File: config.mk
export PLATFORM = sky130hd
export DESIGN_NAME = cgra_perf_status_unit
export DESIGN_NICKNAME = d
export VERILOG_FILES = /design/src/rtl/cgra_pkg.sv /design/src/rtl/cgra_perf_cnt.sv /design/src/rtl/cgra_perf_status_unit.sv
export SDC_FILE = /design/constraint.sdc
export NUM_CORES = 1
export LEC_CHECK = 0
export BUFFER_PORTS_ARGS = -buffer_cell sky130_fd_sc_hd__buf_2
export CORE_ASPECT_RATIO = 2
export CORE_MARGIN = 2
export CORE_UTILIZATION = 60
export CTS_CLUSTER_SIZE = 14
export DETAILED_ROUTE_END_ITERATION = 16
export GPL_ROUTABILITY_DRIVEN = 0
export PLACE_DENSITY = 0.74
export SKIP_LAST_GASP = 1
export SYNTH_ARGS = -nofsm -noshare
export SYNTH_HDL_FRONTEND = slang
export SYNTH_SLANG_ARGS = --single-unit
File: constraint.sdc
create_clock -name clk_i -period 6 [get_ports clk_i]
set_input_delay 0.3 -clock clk_i [delete_from_list [all_inputs] [get_ports clk_i]]
set_output_delay 0.3 -clock clk_i [all_outputs]
set_load 0.02 [all_outputs]
File: src/rtl/cgra_pkg.sv
// Shared CGRA constants: column count, kernel-ID width and the layout of the
// performance-counter index space used by the status unit.
package cgra_pkg;

    localparam int N_COL               = 4;
    localparam int KER_CONF_N_REG_LOG2 = 4;

    // Counter 0 counts launched kernels; each column then owns a busy/stall pair.
    localparam int CNT_IDX_KERNELS  = 0;
    localparam int CNT_IDX_COL_BASE = 1;
    localparam int CNT_PER_COL      = 2;

    typedef logic [KER_CONF_N_REG_LOG2-1:0] ker_id_t;

    function automatic int cnt_idx_busy(input int col);
        return CNT_IDX_COL_BASE + CNT_PER_COL * col;
    endfunction

    function automatic int cnt_idx_stall(input int col);
        return CNT_IDX_COL_BASE + CNT_PER_COL * col + 1;
    endfunction

endpackage

File: src/rtl/cgra_perf_cnt.sv
// One performance counter: a live count plus a shadow copy captured on
// snapshot. Clear has priority over both increment and snapshot.
module cgra_perf_cnt #(
    parameter int CntWidth = 32,
    parameter int SatMode  = 1
) (
    input  logic                clk_i,
    input  logic                rst_ni,
    input  logic                clr_i,
    input  logic                en_i,
    input  logic                snap_i,
    output logic [CntWidth-1:0] shadow_o
);

    localparam logic [CntWidth-1:0] CntMax = '1;

    logic [CntWidth-1:0] r_live;
    logic [CntWidth-1:0] r_shadow;
    logic [CntWidth-1:0] w_live_nxt;

    // Next live value on increment: hold or wrap at the top of the range.
    always_comb begin
        w_live_nxt = r_live + CntWidth'(1);
        if (r_live == CntMax) begin
            w_live_nxt = (SatMode != 0) ? CntMax : '0;
        end
    end

    // Live/shadow update; the shadow captures the value before this cycle's increment.
    always_ff @(posedge clk_i or negedge rst_ni) begin
        if (!rst_ni) begin
            r_live   <= '0;
            r_shadow <= '0;
        end else if (clr_i) begin
            r_live   <= '0;
            r_shadow <= '0;
        end else begin
            if (en_i) begin
                r_live <= w_live_nxt;
            end
            if (snap_i) begin
                r_shadow <= r_live;
            end
        end
    end

    assign shadow_o = r_shadow;

endmodule

File: src/rtl/cgra_perf_status_unit.sv
// CGRA performance/status unit: kernel-launch FIFO, per-column busy tracking,
// a bank of 2*NCol+1 snapshot-able performance counters and a registered
// counter read port.
module cgra_perf_status_unit
    import cgra_pkg::*;
#(
    parameter int NCol     = N_COL,
    parameter int CntWidth = 32,
    parameter int QDepth   = 4,
    parameter int SatMode  = 1
) (
    input  logic                           clk_i,
    input  logic                           rst_ni,
    input  logic                           ker_valid_i,
    input  logic [KER_CONF_N_REG_LOG2-1:0] ker_id_i,
    output logic                           ker_ready_o,
    output logic                           ker_pending_o,
    output logic [KER_CONF_N_REG_LOG2-1:0] ker_id_o,
    input  logic [NCol-1:0]                acc_req_i,
    input  logic [NCol-1:0]                acc_end_i,
    input  logic [NCol-1:0]                col_stall_i,
    input  logic                           acc_ack_i,
    output logic [NCol-1:0]                col_status_o,
    input  logic                           perf_cnt_en_i,
    input  logic                           perf_cnt_clr_i,
    input  logic                           snapshot_i,
    input  logic [$clog2(2*NCol+1)-1:0]    rd_idx_i,
    input  logic                           rd_en_i,
    output logic [CntWidth-1:0]            rd_data_o,
    output logic                           rd_valid_o,
    output logic                           err_o
);

    localparam int NCnt = 2 * NCol + 1;
    localparam int IdxW = $clog2(2 * NCol + 1);
    localparam int PtrW = $clog2(QDepth);

    // Pointers carry one extra wrap bit so full and empty are distinguishable.
    ker_id_t             r_queue [QDepth];
    logic [PtrW:0]       r_wptr;
    logic [PtrW:0]       r_rptr;
    logic [NCol-1:0]     r_col_status;
    logic                r_err;
    logic [CntWidth-1:0] r_rd_data;
    logic                r_rd_valid;

    logic                w_empty;
    logic                w_full;
    logic                w_push;
    logic                w_pop;
    logic [NCnt-1:0]     w_cnt_inc;
    logic [CntWidth-1:0] w_shadow [NCnt];
    logic [CntWidth-1:0] w_rd_sel;

    assign w_empty = (r_wptr == r_rptr);
    assign w_full  = (r_wptr[PtrW] != r_rptr[PtrW]) &&
                     (r_wptr[PtrW-1:0] == r_rptr[PtrW-1:0]);
    // A full queue refuses a push even when a pop happens in the same cycle.
    assign w_push  = ker_valid_i && !w_full;
    assign w_pop   = acc_ack_i && !w_empty;

    assign ker_ready_o   = !w_full;
    assign ker_pending_o = !w_empty;
    assign ker_id_o      = w_empty ? '0 : r_queue[r_rptr[PtrW-1:0]];

    // Launch FIFO storage and pointers.
    always_ff @(posedge clk_i or negedge rst_ni) begin
        if (!rst_ni) begin
            for (int k = 0; k < QDepth; k++) begin
                r_queue[k] <= '0;
            end
            r_wptr <= '0;
            r_rptr <= '0;
        end else begin
            if (w_push) begin
                r_queue[r_wptr[PtrW-1:0]] <= ker_id_i;
                r_wptr                    <= r_wptr + 1'b1;
            end
            if (w_pop) begin
                r_rptr <= r_rptr + 1'b1;
            end
        end
    end

    // Sticky error on an accept with nothing queued; only clear or reset drop it.
    always_ff @(posedge clk_i or negedge rst_ni) begin
        if (!rst_ni) begin
            r_err <= 1'b0;
        end else if (perf_cnt_clr_i) begin
            r_err <= 1'b0;
        end else if (acc_ack_i && w_empty) begin
            r_err <= 1'b1;
        end
    end

    // Column busy state: a new request on accept wins over an end on the same bit.
    always_ff @(posedge clk_i or negedge rst_ni) begin
        if (!rst_ni) begin
            r_col_status <= '0;
        end else begin
            r_col_status <= (r_col_status & ~acc_end_i) | (acc_ack_i ? acc_req_i : '0);
        end
    end

    assign col_status_o = r_col_status;

    // Increment conditions for every counter in the bank.
    always_comb begin
        w_cnt_inc = '0;
        w_cnt_inc[CNT_IDX_KERNELS] = perf_cnt_en_i && w_pop;
        for (int c = 0; c < NCol; c++) begin
            w_cnt_inc[cnt_idx_busy(c)]  = perf_cnt_en_i && (r_col_status[c] || acc_req_i[c]);
            w_cnt_inc[cnt_idx_stall(c)] = perf_cnt_en_i && col_stall_i[c];
        end
    end

    for (genvar g = 0; g < NCnt; g++) begin : g_cnt
        cgra_perf_cnt #(
            .CntWidth (CntWidth),
            .SatMode  (SatMode)
        ) u_cnt (
            .clk_i    (clk_i),
            .rst_ni   (rst_ni),
            .clr_i    (perf_cnt_clr_i),
            .en_i     (w_cnt_inc[g]),
            .snap_i   (snapshot_i),
            .shadow_o (w_shadow[g])
        );
    end

    // Shadow select; indices beyond the bank read as zero.
    always_comb begin
        w_rd_sel = '0;
        for (int k = 0; k < NCnt; k++) begin
            if (rd_idx_i == IdxW'(k)) begin
                w_rd_sel = w_shadow[k];
            end
        end
    end

    // Registered read port: result and valid appear one cycle after the strobe.
    always_ff @(posedge clk_i or negedge rst_ni) begin
        if (!rst_ni) begin
            r_rd_data  <= '0;
            r_rd_valid <= 1'b0;
        end else begin
            r_rd_valid <= rd_en_i;
            if (rd_en_i) begin
                r_rd_data <= w_rd_sel;
            end
        end
    end

    assign rd_data_o  = r_rd_data;
    assign rd_valid_o = r_rd_valid;
    assign err_o      = r_err;

endmodule

# Yosys cells after proc, flatten, opt, wreduce, memory -nomap -nowiden
# Index checks and enable logic that the tools add are counted.
# totals
output_inout_bits	44
in_bits	28
register_bits	636
# classes
muxes	64
bitwise	5
n_addsub	11
n_lt_le_gt_ge	3
eq_ne	20
reduce_logical	32
# ops
op	count
32-bit two-way mux	54
32-bit by 1-bit adder with 32-bit output, second input constant	9
32-bit == test, second input constant	9
2-bit nonzero test	11
4-bit two-way mux	5
16-bit bitwise mux	1
4-bit by 3-bit == test with 1-bit output, second input constant	4
1-bit logical AND	14
4-bit binary-select mux with 2-bit select	1
4-bit demux with 2-bit select	1
4-bit by 2-bit == test with 1-bit output, second input constant	2
3-bit by 1-bit adder with 3-bit output, second input constant	2
3-bit greater-or-equal comparator, second input constant	2
2-bit inverter with 3-bit output	2
4-bit bitwise AND	1
4-bit by 1-bit == test with 1-bit output, second input constant	1
4-bit == test, second input constant	1
4-bit zero test	1
1-bit logical OR	4
4-bit inverter	1
4-bit OR	1
3-bit == test	1
3-bit by 1-bit less-than comparator with 1-bit output, second input constant	1
2-bit == test	1
3 further kinds	5

# Longest topological paths before layout
# logic_depth
word_depth	10
ltp_mapped	9
depth_no_buf	6

# By module
# Synthesis repeated with hierarchy kept, for this count alone.
# hier_totals
hier_cells	3400
hier_area_um2	34473.1
# modules_own_cells
module	cells_per_inst	n_inst	area_per_inst_um2
cgra_perf_cnt	314	9	3224.3
cgra_perf_status_unit	574	1	5454.0

# Worst setup path after synthesis
# Ideal clock, no wire load.
# synth_path
path_kind	register -> register
from	reg g_cnt[6].u_cnt.r_live[0]
to	reg g_cnt[6].u_cnt.r_live[24]
slack_ps	3759
n_path_buf	1
setup_time_ps	94
arrival_ps	2147
synth_period_minus_slack_ps	2241
path_stages_with_launch	8
required_ps	5906
cell_sequence	dfrtp_1 -> ha_1 -> nand3_1 -> or4_4 -> buf_6 -> or3_4 -> or2_0 -> a211oi_1
# synth_via
elab_chain_len	4
# synth_rtl
element	line_no	rtl
start, declared	cgra_perf_cnt.sv:17	logic [CntWidth-1:0] r_live;
start signal, assigned	cgra_perf_cnt.sv:39	r_live <= w_live_nxt;
32-bit by 1-bit adder with 32-bit output / 32-bit == test (equally long branches)	cgra_perf_cnt.sv:23, cgra_perf_cnt.sv:24	
32-bit two-way mux *	cgra_perf_cnt.sv:24	if (r_live == CntMax) begin
32-bit two-way mux *	cgra_perf_cnt.sv:38	if (en_i) begin
32-bit two-way mux *	cgra_perf_cnt.sv:34	end else if (clr_i) begin
# Every way passes the cells marked *; elsewhere a longest branch is shown, timed or not. The select of a mux whose other input is x is not followed.
# A chain may end at the register's enable or synchronous reset.

# Final worst setup path
# layout_path
from	reg g_cnt[2].u_cnt.r_live[5]
to	reg g_cnt[2].u_cnt.r_live[9]
# layout_via
elab_chain_len	4
# layout_rtl
element	line_no
start, declared	cgra_perf_cnt.sv:17
start signal, assigned	cgra_perf_cnt.sv:39
32-bit by 1-bit adder with 32-bit output / 32-bit == test (equally long branches)	cgra_perf_cnt.sv:23, cgra_perf_cnt.sv:24
32-bit two-way mux *	cgra_perf_cnt.sv:24
32-bit two-way mux *	cgra_perf_cnt.sv:38
32-bit two-way mux *	cgra_perf_cnt.sv:34
# Marks and branches as above.

==> metrics.md <==
| Metric | Value |
|---|---|
| Crit path max fanout | 29 |
| Xor/xnor share of the synthesized area | 2.82% |
| CTS Root Cell | clkbuf_16 |
| Relative slew slack | about 23% |
| Die area | 55800 um^2 |
| RSZ-0062 raised after global routing | no |
| Leading area contributor after synthesis | dfrtp_1 |
| Design area | 34800 um^2 |
| Number of distinct library cells after synthesis | 85 |
| Async S/R FF share, synth | 100% |
| Worst path required time | 6.51 ns |
| Clk Latency, worst-skew pair | 0.63 ns |
| GR Layer Usage met1 | 39.0% |
| Avg Cell Area, Syn | 9.74 um^2 |
| Main combinational cell family by area after synthesis | simple AND/OR/NAND/NOR gates |
| Synth top area cells | dfrtp_1, mux2i_1, nor2_1, o21ai_0, nand2_1 |
| Peak VDD IR | 0.000328 V |
| Max H-tree Level | 2 |
| P&R area growth vs syn | 7.84% |
| Status | finished clean |
| Layout cells sized above 1 | 7.47% |
| Die Wd | 168 um |
| Initial Util | between 60% and 70% |
| First-pass GRT wire length | 153000 um |
| Worst slew pin tran | 1.15 ns |
| M2 GR Usage | 59.7% |
| Fin util | 65.3% |
| Die Ht | 332 um |
| # fillers | 4226 |
| Vias per inst | 6.82 |
| Largest net degree at the start of global routing | 166 |
| Post-route DRC violation count | 0 |
| Top-count cell post-synth | dfrtp_1 |
| Worst min path class | in2reg |
| GRT busiest layer | met2 |
| Complex-gate fraction of the synthesized area | 14.5% |
| Post-synth top area share | 49.3% |
| Netlist Area Pre-Place | 32300 um^2 |
| Final Hold Viols | 0 |
| Critical path type | reg2reg |
| Drt pass-1 iters | 9 |
| Num ports | 72 |
| Clock sinks | 636 |
| Seq cells post-synth | 636 |
| Layout Nets | 3297 |
| Critical Path Source Type | flip-flop |
| Setup TNS after final layout | 0 ns |
| Worst Setup Slack, final | roughly 2.9 ns |
| Top_reg_cell synth | dfrtp_1 |
| Period minus WS final | 3.05 ns |
| Post-synth EDFFs | 0 |
| Initial drt markers | roughly 3100 |
| Seq/Total Area, Yosys | 49.3% |
| Max Freq | about 330 MHz |
| Leakage | 15.3 nW |
| PwrDens | 261 nW/um^2 |
| Crit end category | flip-flop |
| Number of synthesis warnings | 0 |
| Crit path DAT | 3.56 ns |
| Routing usage on met3 | under 10% |
| Final setup vio count | 0 |
| Simple-Gate Fraction of Synth Area | between 10% and 20% |
| GRT Overall Usage | 35.1% |
| CTS tree | built |
| Dpl ws | roughly 2.6 ns |
| Fin. max-slew vios | 0 |
| Core Box Area | 53300 um^2 |
| Mapped Nets | roughly 3400 |
| Drt wl/cell | between 20 and 25 um |
| Count of standard-cell rows | 120 |
| Post-Syn Instances | 3316 |
| Hpwl dp | 68400 um |
| Routed vias | around 27000 |
| Final ANT Viol Nets | 0 |
| Period Utilization, post-route | 50.9% |
| Setup repair bufs after CTS | 0 |
| Total gr overflow | 0 |
| Vias in the first global route | 26900 |
| Final hold slack | 0.0512 ns |
| Final WL | 97600 um |
| Skew final | 0.0162 ns |
| Cell Area, Placed | roughly 33000 um^2 |
| Post-synthesis adder-cell area fraction | 0.543% |
| Mux cell area share after synthesis | 10.3% |
| Commonest cells in the netlist | dfrtp_1, nor2_1, mux2i_1 |
| PortBufs | 71 |
| Initial antenna violation count | 3 |
| TritonCTS Buffers | 56 |
| Max Root-Sink Buffers | 3 |
| Reg clk slew, reported paths | approximately 0.07 ns |
| Max_cap viols | 0 |
==> repair_timing <==
| action | 4_1_cts | 5_1_grt |
|---|---|---|
| endpoints found under the hold margin | 80 | 0 |
| hold buffers | 11 | 0 |
| resized for setup | 0 | 0 |
==> routing by layer <==
| layer | wire, um | vias to the layer above |
|---|---|---|
| li1 | - | 12000 |
| met1 | 33600 | 13300 |
| met2 | 48400 | 1258 |
| met3 | 6220 | 417 |
| met4 | 9410 | 4 |
| met5 | 22 | - |
==> state kept, by name, indices dropped and copies added (netlist names) <==
name and count:
r_wptr 3, err_o 1, rd_valid_o 1, r_rptr 3, col_status_o 4, r_queue 16, rd_data_o 32, g_cnt.u_cnt.r_live 288
g_cnt.u_cnt.shadow_o 288
==> final cells by class <==
| cell class | count | area (um^2) | area share (%) |
|---|---|---|---|
| sequential | 636 | 15900 | 45.7 |
| multi-input combinational | 2387 | 15300 | 43.9 |
| clock buffer | 80 | 1630 | 4.69 |
| tap | 671 | 840 | 2.41 |
| timing repair buffer | 116 | 801 | 2.30 |
| inverter | 58 | 218 | 0.625 |
| clock inverter | 14 | 138 | 0.395 |
| antenna | 1 | 2.50 | 0.00719 |
==> through the flow <==
step / total power, mW / cells
2_1_floorplan: 5.19 / 3316
3_3_place_gp: 5.52 / 3857
3_5_place_dp: 5.56 / 3857
4_1_cts: 9.14 / 3962
5_1_grt: 9.38 / 3962
6_report: 9.10 / 3963
==> placed cells by master (no fill, tap or decap), types with 78 or more instances in the layout <==
master   Yosys  final
and3_1      84     84
nand2_1    199    199
nor2_1     386    386
a22oi_1     78     78
dfrtp_1    636    636
nand3_1    114    114
nor3_1      94     91
mux2i_1    300    300
o21ai_0    284    284
a21oi_1    105    105
==> worst paths after layout <==
check	start	end	slack, ns	cells after the start
max	g_cnt[2].u_cnt.r_live[5]	g_cnt[2].u_cnt.r_live[9]	2.95	5
min	acc_req_i[1]	col_status_o[1]	0.05	3
max reg2reg	g_cnt[2].u_cnt.r_live[5]	g_cnt[2].u_cnt.r_live[9]	2.95	5
min reg2reg	rd_data_o[19]	rd_data_o[19]	0.50	1
max in group asynchronous	rst_ni	g_cnt[4].u_cnt.r_live[2]	4.34	3
min in group asynchronous	rst_ni	g_cnt[2].u_cnt.r_live[28]	0.22	2
==> cells by family (layout without fill, tap and decap cells) <==
logic type               after synthesis  after routing
AO/OA/AOI/OAI                        739            739
XOR/XNOR                             104            104
adder cells (fa/ha/maj)               14             14
buffers and inverters                293            268
flip-flops                           636            636
multiplexers                         324            324
other                                  0              1
AND/OR/NAND/NOR                     1206           1206
==> power by group <==
part	switching, mW	internal, mW	total [mW]
logic	0.632	0.348	0.980
clock network	1.63	1.97	3.60
registers	0.120	4.40	4.52
==> critical path, cell delays in order (launching register included) <==
cell and delay (ns):
dfrtp_1 0.49, nand4_2 0.27, or3_1 0.53, nor4_2 0.47, nand3_1 0.82, o21ai_0 0.36
Note: power is estimated with default switching activity, not from simulation.
